$ cat config.mk
export PLATFORM = sky130hd
export DESIGN_NAME = axis_route_1to3_flat
export DESIGN_NICKNAME = d
export VERILOG_FILES = /design/src/rtl/axis_route_1to3_if.sv /design/src/rtl/axis_route_1to3.sv /design/src/flat_wrapper.sv
export SDC_FILE = /design/constraint.sdc
export NUM_CORES = 1
export LEC_CHECK = 0
export CAP_MARGIN = 15
export CORE_ASPECT_RATIO = 1.4
export CORE_UTILIZATION = 51
export CTS_BUF_LIST = sky130_fd_sc_hd__clkbuf_8
export DETAILED_ROUTE_END_ITERATION = 12
export GPL_TIMING_DRIVEN = 0
export HOLD_SLACK_MARGIN = 0.03
export PLACE_DENSITY = 0.95
export SYNTH_ARGS = -nofsm -noshare
export SYNTH_HDL_FRONTEND = slang
export SYNTH_SLANG_ARGS = --single-unit
$ cat constraint.sdc
create_clock -name aclk -period 3.43 [get_ports aclk]
set_input_delay 0.5145 -clock aclk [delete_from_list [all_inputs] [get_ports aclk]]
set_output_delay 0.5145 -clock aclk [all_outputs]
set_load 0.02 [all_outputs]
$ cat src/rtl/axis_route_1to3_if.sv
// AXI4-Stream bundle used on both sides of the 1-to-3 router.
// LANES packs several parallel streams side by side; the slave side of the
// router uses a single lane, the master side uses three.
interface axis_route_1to3_if #(
    parameter int DATA_WIDTH = 32,
    parameter int DEST_WIDTH = 2,
    parameter int LANES      = 1
);
    logic [LANES-1:0]              tvalid;
    logic [LANES-1:0]              tready;
    logic [LANES*DATA_WIDTH-1:0]   tdata;
    logic [LANES*DATA_WIDTH/8-1:0] tkeep;
    logic [LANES-1:0]              tlast;
    logic [DEST_WIDTH-1:0]         tdest;

    modport master (
        output tvalid, tdata, tkeep, tlast, tdest,
        input  tready
    );

    modport slave (
        input  tvalid, tdata, tkeep, tlast, tdest,
        output tready
    );
endinterface

$ cat src/rtl/axis_route_1to3.sv
// Packet router: one AXI4-Stream input fanned out to three output lanes.
// The destination is latched from tdest on the first beat of each packet and
// held until tlast. Packets to an out-of-range or disabled lane are swallowed
// and counted. Every output lane is a one-entry registered slice.
module axis_route_1to3 #(
    parameter int DATA_WIDTH = 32,
    parameter int DEST_WIDTH = 2
) (
    input  logic                    aclk,
    input  logic                    aresetn,
    axis_route_1to3_if.slave        s_axis,
    axis_route_1to3_if.master       m_axis,
    input  logic [2:0]              m_dest_enable,
    output logic                    s_decode_err,
    output logic [15:0]             drop_count
);

    localparam int KEEP_WIDTH = DATA_WIDTH / 8;
    localparam int NUM_LANES  = 3;

    typedef enum logic [1:0] {
        IDLE,
        ROUTE,
        DROP
    } state_e;

    state_e                          state_q, state_d;
    logic [1:0]                      sel_q, sel_d;
    logic [NUM_LANES-1:0]            valid_q;
    logic [NUM_LANES*DATA_WIDTH-1:0] data_q;
    logic [NUM_LANES*KEEP_WIDTH-1:0] keep_q;
    logic [NUM_LANES-1:0]            last_q;
    logic                            err_q;
    logic [15:0]                     drop_q;

    logic [NUM_LANES-1:0]            slotFree;
    logic                            destOk;
    logic                            routing;
    logic [1:0]                      target;
    logic                            sReady;
    logic                            accept;
    logic                            dropFirst;
    logic [NUM_LANES-1:0]            load;

    assign slotFree = ~valid_q | m_axis.tready;

    // Decode the destination, pick the target slot and work out readiness,
    // slot loads and the next state for the current beat.
    always_comb begin
        state_d   = state_q;
        sel_d     = sel_q;
        destOk    = 1'b0;
        routing   = 1'b0;
        target    = sel_q;
        sReady    = 1'b0;
        accept    = 1'b0;
        dropFirst = 1'b0;
        load      = '0;

        for (int i = 0; i < NUM_LANES; i++) begin
            if (s_axis.tdest == DEST_WIDTH'(i)) begin
                destOk = m_dest_enable[i];
            end
        end

        case (state_q)
            IDLE: begin
                if (destOk) begin
                    routing = 1'b1;
                    target  = s_axis.tdest[1:0];
                    sReady  = slotFree[target];
                end else begin
                    sReady = 1'b1;
                end
            end
            ROUTE: begin
                routing = 1'b1;
                sReady  = slotFree[sel_q];
            end
            DROP: begin
                sReady = 1'b1;
            end
            default: begin
                state_d = IDLE;
            end
        endcase

        if (!aresetn) begin
            sReady = 1'b0;
        end

        accept = s_axis.tvalid && sReady;

        if (accept) begin
            case (state_q)
                IDLE: begin
                    if (destOk) begin
                        sel_d   = target;
                        state_d = s_axis.tlast ? IDLE : ROUTE;
                    end else begin
                        dropFirst = 1'b1;
                        state_d   = s_axis.tlast ? IDLE : DROP;
                    end
                end
                ROUTE, DROP: begin
                    if (s_axis.tlast) begin
                        state_d = IDLE;
                    end
                end
                default: begin
                    state_d = IDLE;
                end
            endcase
        end

        if (accept && routing) begin
            load = NUM_LANES'(3'b001 << target);
        end
    end

    // Packet state and the lane latched from the first beat.
    always_ff @(posedge aclk) begin
        if (!aresetn) begin
            state_q <= IDLE;
            sel_q   <= 2'd0;
        end else begin
            state_q <= state_d;
            sel_q   <= sel_d;
        end
    end

    // One-entry output slice per lane: load on a routed beat, empty when taken.
    always_ff @(posedge aclk) begin
        if (!aresetn) begin
            valid_q <= '0;
            data_q  <= '0;
            keep_q  <= '0;
            last_q  <= '0;
        end else begin
            for (int i = 0; i < NUM_LANES; i++) begin
                if (load[i]) begin
                    valid_q[i]                           <= 1'b1;
                    data_q[i*DATA_WIDTH +: DATA_WIDTH]   <= s_axis.tdata;
                    keep_q[i*KEEP_WIDTH +: KEEP_WIDTH]   <= s_axis.tkeep;
                    last_q[i]                            <= s_axis.tlast;
                end else if (m_axis.tready[i]) begin
                    valid_q[i] <= 1'b0;
                end
            end
        end
    end

    // Error pulse and saturating count for each discarded packet.
    always_ff @(posedge aclk) begin
        if (!aresetn) begin
            err_q  <= 1'b0;
            drop_q <= 16'd0;
        end else begin
            err_q <= dropFirst;
            if (dropFirst && (drop_q != 16'hFFFF)) begin
                drop_q <= drop_q + 16'd1;
            end
        end
    end

    assign s_axis.tready = sReady;
    assign m_axis.tvalid = valid_q;
    assign m_axis.tdata  = data_q;
    assign m_axis.tkeep  = keep_q;
    assign m_axis.tlast  = last_q;
    // Output lanes carry no further routing information.
    assign m_axis.tdest  = '0;
    assign s_decode_err  = err_q;
    assign drop_count    = drop_q;

endmodule

$ cat src/flat_wrapper.sv
// flat-port wrapper written by rule: the top's interface ports become plain ports
module axis_route_1to3_flat 
#(
    parameter int DATA_WIDTH = 32,
    parameter int DEST_WIDTH = 2
)
  (aclk, aresetn, m_dest_enable, s_decode_err, drop_count, s_axis_tvalid, s_axis_tdata, s_axis_tkeep, s_axis_tlast, s_axis_tdest, s_axis_tready, m_axis_tvalid, m_axis_tdata, m_axis_tkeep, m_axis_tlast, m_axis_tdest, m_axis_tready);
  axis_route_1to3_if #(.DATA_WIDTH(DATA_WIDTH), .DEST_WIDTH(DEST_WIDTH), .LANES(1)) s_axis_i ();
  axis_route_1to3_if #(.DATA_WIDTH(DATA_WIDTH), .DEST_WIDTH(DEST_WIDTH), .LANES(3)) m_axis_i ();
  input  logic aclk;
  input  logic aresetn;
  input  logic [2:0] m_dest_enable;
  output logic s_decode_err;
  output logic [15:0] drop_count;
  input wire logic [$bits(s_axis_i.tvalid)-1:0] s_axis_tvalid;
  input wire logic [$bits(s_axis_i.tdata)-1:0] s_axis_tdata;
  input wire logic [$bits(s_axis_i.tkeep)-1:0] s_axis_tkeep;
  input wire logic [$bits(s_axis_i.tlast)-1:0] s_axis_tlast;
  input wire logic [$bits(s_axis_i.tdest)-1:0] s_axis_tdest;
  output wire logic [$bits(s_axis_i.tready)-1:0] s_axis_tready;
  output wire logic [$bits(m_axis_i.tvalid)-1:0] m_axis_tvalid;
  output wire logic [$bits(m_axis_i.tdata)-1:0] m_axis_tdata;
  output wire logic [$bits(m_axis_i.tkeep)-1:0] m_axis_tkeep;
  output wire logic [$bits(m_axis_i.tlast)-1:0] m_axis_tlast;
  output wire logic [$bits(m_axis_i.tdest)-1:0] m_axis_tdest;
  input wire logic [$bits(m_axis_i.tready)-1:0] m_axis_tready;
  assign s_axis_i.tvalid = s_axis_tvalid;
  assign s_axis_i.tdata = s_axis_tdata;
  assign s_axis_i.tkeep = s_axis_tkeep;
  assign s_axis_i.tlast = s_axis_tlast;
  assign s_axis_i.tdest = s_axis_tdest;
  assign s_axis_tready = s_axis_i.tready;
  assign m_axis_tvalid = m_axis_i.tvalid;
  assign m_axis_tdata = m_axis_i.tdata;
  assign m_axis_tkeep = m_axis_i.tkeep;
  assign m_axis_tlast = m_axis_i.tlast;
  assign m_axis_tdest = m_axis_i.tdest;
  assign m_axis_i.tready = m_axis_tready;
  axis_route_1to3 #(.DATA_WIDTH(DATA_WIDTH), .DEST_WIDTH(DEST_WIDTH)) u_core (.aclk(aclk), .aresetn(aresetn), .s_axis(s_axis_i), .m_axis(m_axis_i), .m_dest_enable(m_dest_enable), .s_decode_err(s_decode_err), .drop_count(drop_count));
endmodule
==> results by group <==
Pwr
  – Fraction of power consumed by combinational cells: 9.2%
  – Pwr Density: 429 nW/um^2
  – Switching power summed over all nets: 794 uW
  – Lkg Pwr: 3.03 nW
  – Worst VDD drop: 0.351 mV
  – Share of total power in sequential cells: 48.8%
  – Switching Share: approximately 24%
  – Internal cell power: ~2.5 mW
  – Portion of total power attributed to the clock network: 42.1%

CTS
  – Number of sinks driven by the clock tree: 135
  – Number of buffers added for setup after CTS: 0
  – Deepest clock path buffer count: 2
  – Clock root buffer: sky130_fd_sc_hd__clkbuf_8
  – Post-CTS resize count: 0
  – Clock latency of the later-clocked register in the worst-skew pair: 0.43 ns
  – TritonCTS clock tree: built
  – Number of buffers inserted during clock tree synthesis: 17
  – Register clock-pin slew on the reported worst setup and hold paths: 0.07 ns
  – Hold buffers post-CTS: 0
  – Max H-tree Level: 4

Cells and area
  – Synth-to-layout area growth: 44.6%
  – Proportion of layout cells with a drive suffix above 1: under 10%
  – Core utilization of the finished layout: between 70% and 80%
  – Layout Nets: roughly 860
  – Fill cell instance count of the final layout: 715
  – Non-filler cells, final: approximately 950
  – Antenna diodes: 0

Yosys
  – Most numerous cell types in the synthesized netlist: 159 x sky130_fd_sc_hd__nand2_1, 135 x sky130_fd_sc_hd__dfxtp_1, 42 x sky130_fd_sc_hd__nand3_1
  – Number of register bits inferred by synthesis: ~140
  – Most frequent cell after synthesis: sky130_fd_sc_hd__nand2_1
  – Post-synthesis instance area: 5310 sq um
  – Avg Inst Size Synth: ~8.8 sq um
  – Share of flip-flops with an asynchronous set or reset: 0%
  – Top cell type's share of synthesized area: between 50% and 60%
  – Gate Count Post-Synth: 606
  – Number of enable flip-flop cells after synthesis: 0
  – Number of unique standard cell types used by synthesis: 52
  – Proportion of synthesized chip area in sequential cells: roughly half
  – Cell types with the largest area share after synthesis: sky130_fd_sc_hd__dfxtp_1 51%, sky130_fd_sc_hd__nand2_1 11%, sky130_fd_sc_hd__mux2i_1 7.7%, sky130_fd_sc_hd__nand3_1 4.0%, sky130_fd_sc_hd__o21ai_0 3.9%
  – Yosys top cell by area: sky130_fd_sc_hd__dfxtp_1
  – Synthesis warning total: 0
  – Ys flop type: sky130_fd_sc_hd__dfxtp_1

Worst setup path
  – Worst endpoint required time: 2.92 ns
  – Top fanout value on the critical path: 3
  – R2R setup slack: 0.82 ns
  – Arrival time of data at the critical path endpoint: ~2.6 ns
  – Critical Path Sink Type: output pin
  – Type of origin of the critical path: input port
  – Crit path to: s_axis_tready
  – Start point of the critical path: m_axis_tready[2]
  – Crit Reg-Reg Endpoint: u_core.m_axis.tdata[30]
  – Kind of critical path: input port to output pin
  – R2r startpoint: u_core.state_q[1]
  – Register-to-Register Path Depth: 10

Timing
  – Final critical-path share of the clock period: 92.1%
  – Total negative setup slack: 0 ns
  – Transition at the pin with the smallest max-transition slack: between 0.6 and 0.7 ns
  – Number of slew-limit violations in the final report: 0
  – Count of final hold-check violations: 0
  – Maximum clock frequency: between 300 and 400 MHz
  – Setup repair after global routing missed its margin: false
  – Number of setup violations in the final report: 0
  – Post-layout minimum cycle time: 3.16 ns
  – Clock skew: 0.0149 ns
  – Max-slew headroom: 54.3%

Floorplanning
  – Core ar.: 10000 sq um
  – Placement row count: 43
  – Die span in x: around 88 um
  – Initial standard-cell utilization of the core: around 53%
  – Die Footprint: 10800 sq um
  – Die height: 123 um
  – Number of top-level pins: 182

Routing
  – Total number of vias: 5201
  – Remaining antenna violation count after routing: 0
  – Remaining DRCs: 0
  – Initial drt markers: ~290
  – Post-Route WL: 15900 um
  – Vias per cell: 5.47
  – Pre-Repair DR Iteration Count: 4
  – Average wire length per cell after detail routing: 16.7 um

Global routing
  – Pin count of the biggest net entering global routing: 17
  – Overall fraction of global-route tracks in use: 30.4%
  – Aggregate global routing overflow: 0
  – Initial antenna violation count: 0
  – Wire length of the first global-routing pass: 25100 um
  – Via count of the first global-routing pass: ~5300

Placed design
  – Total of buffers placed on input and output ports: 177
  – DP Wirelength: between 10000 and 15000 um
  – Placed Instances: 919
  – Placer's final routability congestion estimate: 0.925

Job
  – Max Cap Viol: 0

Worst hold path
  – Kind of path behind the tightest hold check: input port to flop

Status
  – Status: complete, no violations
[worst max-delay path, stage by stage]
cell                              delay, ns
sky130_fd_sc_hd__clkdlybuf4s50_1       0.46
sky130_fd_sc_hd__nor2b_1               0.08
sky130_fd_sc_hd__or3b_1                0.40
sky130_fd_sc_hd__a41o_1                0.29
sky130_fd_sc_hd__a211oi_1              0.26
sky130_fd_sc_hd__clkdlybuf4s50_1       0.64
[registers in the layout, summed over array words and instances (netlist names)]
register              flops
u_core.m_axis.tdata      96
u_core.sel_q              2
u_core.drop_count        16
u_core.state_q            2
u_core.m_axis.tlast       3
u_core.m_axis.tvalid      3
u_core.s_decode_err       1
u_core.m_axis.tkeep      12
[through the flow]
stage / setup WS [ns] / area, sq um / power, mW / hold WS (ns)
after floorplan: 1.02 / 5320 / 1.79 / 0.511
after global placement: 0.285 / 7260 / 1.93 / 0.436
after detailed placement: 0.312 / 7260 / 1.94 / 0.442
after CTS: 0.287 / 7680 / 3.31 / 0.373
after global routing: 0.131 / 7680 / 3.40 / 0.410
final: 0.272 / 7680 / 3.30 / 0.395
[layer usage]
metal	part of all wire, %	global-route usage, %
met1	38	32.0
met2	52	54.3
met3	6.7	8.34
met4	3.2	15.7
met5	0	0
[logic make-up after synthesis]
| kind of cell | count (synthesis) | share of synthesized area (%) |
|---|---|---|
| AO/OA/AOI/OAI | 104 | 11.3 |
| adder cells (fa/ha/maj) | 7 | 1.65 |
| other | 1 | 0.0706 |
| AND/OR/NAND/NOR | 252 | 20.6 |
| XOR/XNOR | 11 | 1.81 |
| multiplexers | 42 | 8.15 |
| buffers and inverters | 54 | 5.65 |
| flip-flops | 135 | 50.9 |
[area by class of cell]
cell class              instances  area, sq um  share of cell area [%]
plain buffers                  45          267                    3.47
clock buffers                  20          275                    3.58
clock inverters                12          150                    1.95
inverters                       9         33.8                   0.440
multi-input cells             418         2310                    30.1
flip-flops and latches        135         2700                    35.2
well taps                     135          169                    2.20
repair buffers                177         1770                    23.1
[layout by cell type, fill, tap and decap left out, types with 2 or more instances in the layout]
master,count
sky130_fd_sc_hd__clkdlybuf4s50_1,177
sky130_fd_sc_hd__nand2_1,159
sky130_fd_sc_hd__dfxtp_1,135
sky130_fd_sc_hd__nand3_1,42
sky130_fd_sc_hd__mux2i_1,41
sky130_fd_sc_hd__o21ai_0,41
sky130_fd_sc_hd__o21ai_1,37
sky130_fd_sc_hd__nor2_1,20
sky130_fd_sc_hd__clkbuf_8,20
sky130_fd_sc_hd__clkbuf_1,19
sky130_fd_sc_hd__inv_1,10
sky130_fd_sc_hd__buf_6,9
sky130_fd_sc_hd__ha_1,7
sky130_fd_sc_hd__buf_2,6
sky130_fd_sc_hd__nand4_1,6
sky130_fd_sc_hd__xor2_1,6
sky130_fd_sc_hd__buf_4,5
sky130_fd_sc_hd__a21oi_1,5
sky130_fd_sc_hd__xnor2_1,5
sky130_fd_sc_hd__nand2b_1,4
sky130_fd_sc_hd__nor2b_1,4
sky130_fd_sc_hd__nand3b_1,3
sky130_fd_sc_hd__or3_1,3
sky130_fd_sc_hd__o22ai_1,3
sky130_fd_sc_hd__buf_1,3
sky130_fd_sc_hd__clkbuf_2,3
sky130_fd_sc_hd__nor3_1,3
sky130_fd_sc_hd__bufinv_16,3
sky130_fd_sc_hd__clkinv_2,3
sky130_fd_sc_hd__a32oi_1,2
sky130_fd_sc_hd__conb_1,2
sky130_fd_sc_hd__clkinv_4,2
sky130_fd_sc_hd__clkinvlp_4,2
[how the worst min path moves through the flow]
stage	to	cells past startpoint	slack (ns)	startpoint
6_report	u_core.sel_q[0]	3	0.39	s_axis_tdest[0]
5_1_grt	u_core.sel_q[0]	3	0.41	s_axis_tdest[0]
4_1_cts	u_core.sel_q[0]	3	0.37	s_axis_tdest[0]
3_5_place_dp	u_core.m_axis.tdata[94]	2	0.44	u_core.m_axis.tdata[94]
3_3_place_gp	u_core.m_axis.tdata[65]	2	0.44	u_core.m_axis.tdata[65]
2_1_floorplan	u_core.sel_q[0]	2	0.51	u_core.sel_q[0]
[power by group through the flow]
stage               logic, mW  clock network (mW)  registers [mW]
floorplan               0.121                   0            1.67
global placement        0.288                   0            1.64
detailed placement      0.297                   0            1.64
CTS                     0.300                1.40            1.61
global route            0.322                1.47            1.61
finish                  0.302                1.39            1.61
Note: power is estimated with default switching activity, not from simulation.
==> edit (same settings) <==
Encoding of `state_e`: now one-hot (3 bits for 3 states).
--- a/src/rtl/axis_route_1to3.sv
+++ b/src/rtl/axis_route_1to3.sv
@@ -18,10 +18,10 @@
     localparam int KEEP_WIDTH = DATA_WIDTH / 8;
     localparam int NUM_LANES  = 3;
 
-    typedef enum logic [1:0] {
-        IDLE,
-        ROUTE,
-        DROP
+    typedef enum logic [2:0] {
+        IDLE  = 3'b001,
+        ROUTE = 3'b010,
+        DROP  = 3'b100
     } state_e;
 
     state_e                          state_q, state_d;
Formal check against the unedited RTL: no difference found for any inputs over 4 cycles, from zero or initial values and one cycle with aresetn low; so few cycles prove little.
==> edit against the unedited design <==
  * First-iteration DRC count decreased by 22%
  * Critical path depth stayed put
  * Routed wire length is 1.1% lower
  * Final area grew 2.5%
  * Power increased by 3.0%
  * Sequential cell count rose by 1
  * Worst setup slack worse by 0.077 ns
  * Highest routed layer unchanged
  * Area after synthesis up 3.2%
==> edit: results (changes against the unedited design) <==
- # clk buffers: 18 (-10%)
- DR vias: 4856 (-6.6%)
- Reg2reg setup slack: 1.05 ns (+0.23 ns)
- FF+latch area: 0.00272 mm² (+0.74%)
- WP data arrival: 2.72 ns (+0.08 ns)
- Dpl ws: 0.207 ns (-0.105 ns)
- RePlAce Congestion: 0.975 (+5.5%)
- Dpl cells: 878 (-4.5%)
- Distinct cells, synth: 50 (-3.8%)
- Initial DRC Count: 224 (-22%)
- Top post-synthesis cells by area: dfxtp_1 (50%), mux2i_1 (21%), nand2_1 (11%), xor2_1 (1.9%), nor2_1 (1.5%)
- Multi-input combinational cell count: 387 (-7.4%)
- Seq/Total Area, Yosys: 49.7% (-1.2 points)
- Insertion delay to the later sink of the worst-skew pair: 0.45 ns (+0.02 ns)
- Maximum VDD drop: 0.000359 V (+2.2%)
- Outcome: complete, no violations
- Tightest Pin Transition: 0.632 ns (-0.0488 ns)
- GRT Resource Usage Total: 29.7% (-0.65 points)
- Clk sinks: 136 (+0.74%)
- FF-to-FF End: u_core.m_axis.tdata[90]
- Worst Reg-to-Reg Cells: 8 (-2)
- Router iterations before antenna repair: 5 (+1)
- Clock Skew: 0.0151 ns (+0.000234 ns)
- Pwr/cell area: 432 mW/mm² (+0.55%)
- CP Max Fanout: 8 (+5)
- Layout Cells excl Fill: 910 (-4.3%)
- Non-CTS buffers: 212 (-4.5%)
==> edit: cell count changes in the layout (fill, tap and decap cells not counted), sizes merged, moves of 5 or more <==
cell,change
mux2i,+73
nand3,-32
xor2,+6
buf,-8
nand2,+6
ha,-6
nor3b,+5
o21ai,-76
==> edit: routing by layer <==
layer	up-vias	routed length [µm]	GRT usage, %
li1	2275	-	-
met4	0	452	12.8
met5	-	0	0
met3	46	1010	8.75
met1	2326	5920	31.2
met2	209	8360	53.0
==> edit: cell families after synthesis <==
| group | count (synthesis) | share of synthesized area [%] |
|---|---|---|
| and+or+nand+nor | 234 | 19.0 |
| DFF | 136 | 49.7 |
| muxes | 115 | 21.1 |
| buffers and inverters | 40 | 4.43 |
| AOI/OAI and AO/OA | 20 | 3.13 |
| xor gates and xnor gates | 15 | 2.40 |
| adders and majority gates | 1 | 0.228 |
| other | 1 | 0.0684 |
==> edit: report_power, final <==
part	switching, mW	internal, mW
clock network	0.651	0.817
registers	0.0173	1.60
logic	0.172	0.140
total	0.840	2.56
